==> config.mk <==
export PLATFORM = sky130hd
export DESIGN_NAME = apb_master
export DESIGN_NICKNAME = d
export VERILOG_FILES = /design/src/rtl/apb_master.sv
export SDC_FILE = /design/constraint.sdc
export NUM_CORES = 1
export LEC_CHECK = 0
export ABC_AREA = 1
export BUFFER_PORTS_ARGS = -buffer_cell sky130_fd_sc_hd__buf_2
export CELL_PAD_IN_SITES_DETAIL_PLACEMENT = 0
export CELL_PAD_IN_SITES_GLOBAL_PLACEMENT = 1
export CORE_UTILIZATION = 33
export DETAILED_ROUTE_END_ITERATION = 6
export PLACE_DENSITY_LB_ADDON = 0.12
export SYNTH_ARGS = -nofsm -noshare
export SYNTH_HDL_FRONTEND = slang
export SYNTH_SLANG_ARGS = --single-unit
export TNS_END_PERCENT = 1
==> constraint.sdc <==
create_clock -name pclk -period 2 [get_ports pclk]
set_clock_uncertainty 0.05 [all_clocks]
set_input_delay 0.2 -clock pclk [delete_from_list [all_inputs] [get_ports pclk]]
set_output_delay 0.2 -clock pclk [all_outputs]
set_load 0.01 [all_outputs]
==> src/rtl/apb_master.sv <==
// Single-outstanding APB requester: valid/ready command in, SETUP/ACCESS transfer,
// valid/ready response out, with an optional ACCESS-phase timeout.
module apb_master #(
  parameter int DW      = 32,
  parameter int AW      = 5,
  parameter int TIMEOUT = 16
) (
  input  logic          pclk,
  input  logic          presetn,
  // command side
  input  logic          cmd_valid,
  output logic          cmd_ready,
  input  logic          cmd_write,
  input  logic [AW-1:0] cmd_addr,
  input  logic [DW-1:0] cmd_wdata,
  // response side
  output logic          rsp_valid,
  input  logic          rsp_ready,
  output logic [DW-1:0] rsp_rdata,
  output logic          rsp_err,
  output logic          rsp_timeout,
  // APB requester
  output logic [AW-1:0] paddr,
  output logic          psel,
  output logic          penable,
  output logic          pwrite,
  output logic [DW-1:0] pwdata,
  input  logic          pready,
  input  logic [DW-1:0] prdata,
  input  logic          pslverr
);

  // Counter keeps at least one bit so TIMEOUT=0 (timeout disabled) still elaborates.
  localparam int            CW       = (TIMEOUT > 0) ? $clog2(TIMEOUT + 1) : 1;
  localparam bit            TO_EN    = (TIMEOUT > 0);
  localparam logic [CW-1:0] CNT_MAX  = '1;
  localparam logic [CW-1:0] CNT_LAST = (TIMEOUT > 0) ? CW'(TIMEOUT - 1) : CW'(0);

  typedef enum logic [1:0] {
    IDLE   = 2'd0,
    SETUP  = 2'd1,
    ACCESS = 2'd2,
    RESP   = 2'd3
  } state_t;

  state_t        state_reg, state_next;
  logic [CW-1:0] wait_cnt_reg, wait_cnt_next;
  logic [AW-1:0] paddr_reg, paddr_next;
  logic [DW-1:0] pwdata_reg, pwdata_next;
  logic          pwrite_reg, pwrite_next;
  logic          psel_reg, psel_next;
  logic          penable_reg, penable_next;
  logic          rsp_valid_reg, rsp_valid_next;
  logic [DW-1:0] rsp_rdata_reg, rsp_rdata_next;
  logic          rsp_err_reg, rsp_err_next;
  logic          rsp_timeout_reg, rsp_timeout_next;

  always_ff @(posedge pclk or negedge presetn) begin
    if (!presetn) begin
      state_reg       <= IDLE;
      wait_cnt_reg    <= '0;
      paddr_reg       <= '0;
      pwdata_reg      <= '0;
      pwrite_reg      <= 1'b0;
      psel_reg        <= 1'b0;
      penable_reg     <= 1'b0;
      rsp_valid_reg   <= 1'b0;
      rsp_rdata_reg   <= '0;
      rsp_err_reg     <= 1'b0;
      rsp_timeout_reg <= 1'b0;
    end else begin
      state_reg       <= state_next;
      wait_cnt_reg    <= wait_cnt_next;
      paddr_reg       <= paddr_next;
      pwdata_reg      <= pwdata_next;
      pwrite_reg      <= pwrite_next;
      psel_reg        <= psel_next;
      penable_reg     <= penable_next;
      rsp_valid_reg   <= rsp_valid_next;
      rsp_rdata_reg   <= rsp_rdata_next;
      rsp_err_reg     <= rsp_err_next;
      rsp_timeout_reg <= rsp_timeout_next;
    end
  end

  always_comb begin
    state_next       = state_reg;
    wait_cnt_next    = wait_cnt_reg;
    paddr_next       = paddr_reg;
    pwdata_next      = pwdata_reg;
    pwrite_next      = pwrite_reg;
    rsp_rdata_next   = rsp_rdata_reg;
    rsp_err_next     = rsp_err_reg;
    rsp_timeout_next = rsp_timeout_reg;

    case (state_reg)
      IDLE: begin
        if (cmd_valid) begin
          paddr_next  = cmd_addr;
          pwdata_next = cmd_wdata;
          pwrite_next = cmd_write;
          state_next  = SETUP;
        end
      end
      SETUP: begin
        wait_cnt_next = '0;
        state_next    = ACCESS;
      end
      ACCESS: begin
        // A completing pready outranks a timeout landing in the same cycle.
        if (pready) begin
          rsp_rdata_next   = pwrite_reg ? '0 : prdata;
          rsp_err_next     = pslverr;
          rsp_timeout_next = 1'b0;
          state_next       = RESP;
        end else if (TO_EN && (wait_cnt_reg == CNT_LAST)) begin
          rsp_rdata_next   = '0;
          rsp_err_next     = 1'b1;
          rsp_timeout_next = 1'b1;
          state_next       = RESP;
        end else if (wait_cnt_reg != CNT_MAX) begin
          wait_cnt_next = wait_cnt_reg + 1'b1;
        end
      end
      RESP: begin
        if (rsp_ready) begin
          state_next = IDLE;
        end
      end
      default: state_next = IDLE;
    endcase

    // APB and response strobes are registered copies of the upcoming state.
    psel_next      = (state_next == SETUP) || (state_next == ACCESS);
    penable_next   = (state_next == ACCESS);
    rsp_valid_next = (state_next == RESP);
  end

  assign cmd_ready   = (state_reg == IDLE);
  assign paddr       = paddr_reg;
  assign pwdata      = pwdata_reg;
  assign pwrite      = pwrite_reg;
  assign psel        = psel_reg;
  assign penable     = penable_reg;
  assign rsp_valid   = rsp_valid_reg;
  assign rsp_rdata   = rsp_rdata_reg;
  assign rsp_err     = rsp_err_reg;
  assign rsp_timeout = rsp_timeout_reg;

endmodule

==> impl_metrics.toml, run 1 <==
[floorplanning]
start_util_pct = 34.0
die_area_sq_um = 10500
die-width_um = 102
core_sq_um = 9770
rows = 36
ios = 152
die_h_um = 102

[cts]
clock_latency_ns = 0.35
cts.sink_count = 82
cts_tree = "yes"
cts_setup_buffers = 0
htree_levels = 3
cts_buffers = 9
cts-root-buf = "clkbuf_8"
clk_path_buf_depth = 2
path_clk_slew_ns = 0.09

[placed_design]
place_ws_ns = 0.191
port_buffers = 151
gp_congestion = 0.654
dp_cells = 642
placedInstanceArea_sq_um = 4240
hpwl_mm = 5.64

[worst_setup_path]
path_delay_family = "adder cells"
path_cells = "ha_1, nand2_1, nor2_1, ha_1, nor2_1, inv_1, nand2_2, nand3_1, inv_2, ha_1, inv_1"
cp-end-kind = "register"
path_buf_inv = 3
crit_arrival_ns = 2.06
crit_required_ns = 2.24
rrSetupSlack_ns = 0.18
path_class = "reg2reg"
cp_slowest_stage_delay_ns = 0.42
critPathLaunchType = "register"
cp_slowest_cell = "dfrtp_1"
cp_max_fo = 5
crit_path_frequent_cell = "ha_1"

[sta]
hold_violations = 0
setup_ws_ns = 0.179
tightest_slew_ns = 0.418
post-route-period-util_pct = 91.0
finalMaxSlewViolations = 0
rsz0062_at_grt = "false"
fin_tns_setup_ns = 0
fin_crit_ns = 1.82
whs_ns = 0.0191
max_freq_mhz = 549
slew_headroom_pct = 72.1
setup_violations = 0

[global_routing]
grt-ovfl-total = 0
grt_max_degree = 46
antenna_found_initial = 0
grt_pass1_vias = 2712
grt_usage_pct = 16.4
grt_first_pass_wirelength_mm = 13.1

[drt]
wirelength_mm = 8.39
initialDrtViolationCount = 71
vias_per_cell = 4.40
drt_first_pass_iters = 4
wl_per_cell_um = 12.7
vias = 2901
drc_errors = 0
ant_nets = 0

[power_and_ir_drop]
p_clk_share_pct = 18.6
p_int_mw = 4.06
netSwitchingFraction_pct = 39.4
net-switching-power_mw = 2.63
pwr-share-seq_pct = 41.2
combPwrFrac_pct = 40.3
ir_drop_v = 0.000553
p_leak_nw = 2.58
p_per_area_nw_per_um2 = 1500
p_total_mw = 6.69

[finish]
layout_common_cells = "nand2_1 (156), buf_2 (150), dfrtp_1 (82)"
finalNonFillerCells = 659
final_common_cell = "nand2_1"
antenna_cells = 0
drive_gt1_share_pct = 35.0
fin_nets = 601
fin_area_sq_um = 4450
syn_to_final_growth_pct = 33.9
final_core_util_pct = 45.5

[run]
drv_cap = 0

[outcome]
status = "complete, no violations"

[synth]
seq_area_frac_synth_pct = 61.7
synth_top_area_share_pct = 61.7
yosys_warnings = 0
synth.largest_area_cell = "dfrtp_1"
netlist_top_cells_area = "dfrtp_1 (62%), nand2_1 (18%), nand3_1 (11%)"
syn-instance-count = 370
synth_fp_nets = 450
synth_cell_types = 19
synth_area_sq_um = 3330
ys_ff_latch = 82
syn_area_per_cell_sq_um = 8.99

[worst_hold_path]
hp-class = "in2reg"
==> worst paths after layout <==
path | from | end | depth (start not counted)
setup / recovery | wait_cnt_reg[0] | psel | 11
hold reg to reg | rsp_rdata[16] | rsp_rdata[16] | 2
hold / removal | cmd_addr[2] | paddr[2] | 3
min in group asynchronous | presetn | pwdata[14] | 2
setup reg to reg | wait_cnt_reg[0] | psel | 11
max in group asynchronous | presetn | pwdata[29] | 3
==> cells in the mapped netlist (all sizes together) <==
master and count:
nand4 1, or2 2, ha 4, clkbuf 8
nand3 76, buf 14, nand3b 1, o21ai 9
inv 10, nand2 158, nor2 5, dfrtp 82
==> kinds of logic after synthesis <==
group	count (synthesis)	synth area share, %
fa+ha+maj	4	1.50
buf+inv	32	4.74
flops	82	61.7
compound gates	9	1.35
simple gates	243	30.7
==> routing by layer <==
layer,GRT usage (%),vias up,routed length [um]
li1,-,1483,-
met1,21.2,1302,3870
met2,24.3,104,3580
met3,6.02,12,777
met4,7.91,0,155
met5,0,-,0
==> cell type report <==
class,instances,area [sq um]
clock buffers,11,151
clock inverters,5,52.6
fillers,1009,5320
inverters,10,37.5
multi-input cells,256,1120
flip-flops and latches,82,2050
well taps,133,166
repair buffers,162,868
==> power by group through the flow <==
stage / Clock (mW) / Combinational (mW) / Sequential (mW)
floorplan: 0 / 1.24 / 3.11
global placement: 0 / 2.71 / 2.77
detailed placement: 0 / 2.75 / 2.78
CTS: 1.29 / 2.75 / 2.76
global route: 1.35 / 3.09 / 2.85
finish: 1.24 / 2.69 / 2.75
==> worst reg2reg max path: stages (launching register included) <==
cell and delay, ns:
dfrtp_1 0.42, ha_1 0.22, nand2_1 0.08, nor2_1 0.06, ha_1 0.17, nor2_1 0.11
inv_1 0.09, nand2_2 0.11, nand3_1 0.11, inv_2 0.06, ha_1 0.22, inv_1 0.05
==> timing repair <==
item,CTS,global route
endpoints found under the setup margin,0,2
hold buffers,1,0
endpoints found under the hold margin,62,0
gates resized for setup,0,1
No activity file was read; power rests on OpenSTA's default activity.
==> run 2: changes to the inputs <==
Settings changed: CORE_ASPECT_RATIO from default to 0.8.
==> run 2 against run 1 <==
First-iteration DRC count grew 110%. Sequential share of layout area is 1.1 points lower. Largest power group unchanged. Clock power is 36% higher.
==> impl_metrics.toml, run 2 (synthesis gave the netlist of run 1 again) <==
[worst_setup_path]
critPathLaunchType = "register"
cp_slowest_stage_delay_ns = 0.42
crit_arrival_ns = 2.04
cp-end-kind = "register"
r2r_start = "wait_cnt_reg[0]"
cp_slowest_cell = "dfrtp_1"
cp-startpoint = "wait_cnt_reg[0]"
crit_required_ns = 2.22
cp_max_fo = 5
path_cells = "ha_1, nand2_1, nor2_2, ha_1, nor2_1, inv_1, nand2_2, nand3_1, inv_2, ha_1, inv_1"
reg2reg_depth = 11
path_class = "reg2reg"
crit_path_frequent_cell = "ha_1"

[power_and_ir_drop]
netSwitchingFraction_pct = 37.7
p_int_mw = 4.46
net-switching-power_mw = 2.69
p_leak_nw = 2.61
ir_drop_v = 0.000725
p_clk_share_pct = 23.6
p_per_area_nw_per_um2 = 1570
combPwrFrac_pct = 37.6
pwr-share-seq_pct = 38.8

[drt]
wl_per_cell_um = 12.9
wirelength_mm = 8.53
drc_errors = 0
ant_nets = 0
vias = 2928
drt_first_pass_iters = 4
initialDrtViolationCount = 146
vias_per_cell = 4.44

[worst_hold_path]
min-delay-start = "pready"
hp-class = "in2reg"
holdPathStages = 2

[finish]
drive_gt1_share_pct = 34.7
final_common_cell = "nand2_1"
layout_common_cells = "nand2_1 (156), buf_2 (150), dfrtp_1 (82)"
seqCellArea_sq_um = 2050
multi_input_area_sq_um = 1130
antenna_cells = 0
finalNonFillerCells = 660
syn_to_final_growth_pct = 37.1
fin_nets = 599
nFillCells = 1004

[global_routing]
antenna_found_initial = 0
grt_max_degree = 39
grt_pass1_vias = 3027
grt_first_pass_wirelength_mm = 14.7
grt_usage_pct = 17.9
grt-ovfl-total = 0

[sta]
fin_tns_setup_ns = 0
tightest_slew_ns = 0.515
post-route-period-util_pct = 91.2
hold_violations = 0
max_freq_mhz = 548
slew_headroom_pct = 65.7
fin_crit_ns = 1.82
setup_violations = 0
rsz0062_at_grt = "false"
finalMaxSlewViolations = 0

[cts]
htree_levels = 3
cts.sink_count = 82
cts_buffers = 9
clock_latency_ns = 0.33
cts_tree = "yes"
cts_setup_buffers = 0
clk_path_buf_depth = 2
path_clk_slew_ns = 0.06
cts-root-buf = "clkbuf_16"

[floorplanning]
die_area_sq_um = 10500
core_sq_um = 9730
die_h_um = 91.8
die-width_um = 114
rows = 32
start_util_pct = 34.2
ios = 152

[placed_design]
gp_congestion = 0.740
hpwl_mm = 5.77
port_buffers = 151
dp_cells = 643

[outcome]
status = "complete, no violations"

[run]
drv_cap = 0
[run 2: final cells by class]
type | instances | share of cell area (%)
multi-input cells | 256 | 24.7
inverters | 10 | 0.823
flip-flops and latches | 82 | 45.0
clock inverters | 4 | 1.10
repair buffers | 160 | 19.0
well taps | 136 | 3.73
clock buffers | 12 | 5.63
[run 2: worst max-delay path, delay by kind of cell, from the launching register on]
kind          cells  cell delay (ns)
buf+inv           3             0.20
flops             1             0.42
fa+ha+maj         3             0.60
simple gates      5             0.49
[run 2: routing by layer]
metal | track usage, % | vias up | part of all wire [%]
li1 | - | 1476 | -
met1 | 23.2 | 1370 | 46
met2 | 28.1 | 73 | 46
met3 | 6.15 | 9 | 6.7
met4 | 5.19 | 0 | 1.2
met5 | 0 | - | 0
[run 2: metrics by stage]
step	setup slack (ns)	cell area (sq um)	util [%]	total power [mW]	hold slack, ns
global placement	0.231	4240	43.5	5.49	0.164
global route	0.000660	4560	46.8	7.77	0.0368
floorplan	0.203	3330	-	4.35	-0.146
detailed placement	0.186	4240	43.5	5.53	0.158
CTS	0.169	4550	46.8	7.26	0.0314
finish	0.177	4560	46.8	7.15	0.0409
[run 2: power by group through the flow]
| stage | Sequential [mW] | Combinational, mW | Clock (mW) |
|---|---|---|---|
| finish | 2.77 | 2.69 | 1.69 |
| global route | 2.88 | 3.09 | 1.80 |
| CTS | 2.78 | 2.73 | 1.75 |
| detailed placement | 2.79 | 2.73 | 0 |
| global placement | 2.79 | 2.71 | 0 |
| floorplan | 3.11 | 1.24 | 0 |
[run 2: path summary, 6_finish.rpt]
| kind | to | slack, ns |
|---|---|---|
| max | psel | 0.18 |
| min | rsp_timeout | 0.04 |
| max reg2reg | psel | 0.18 |
| min reg2reg | pwdata[29] | 0.41 |
| max in group asynchronous | wait_cnt_reg[2] | 0.97 |
| min in group asynchronous | pwdata[22] | 0.34 |
[run 2: what timing repair did]
item                       4_1_cts  5_1_grt
hold endpoints to repair        36        0
setup endpoints to repair        0        5
hold buffers                     1        0
gates resized for setup          0        2
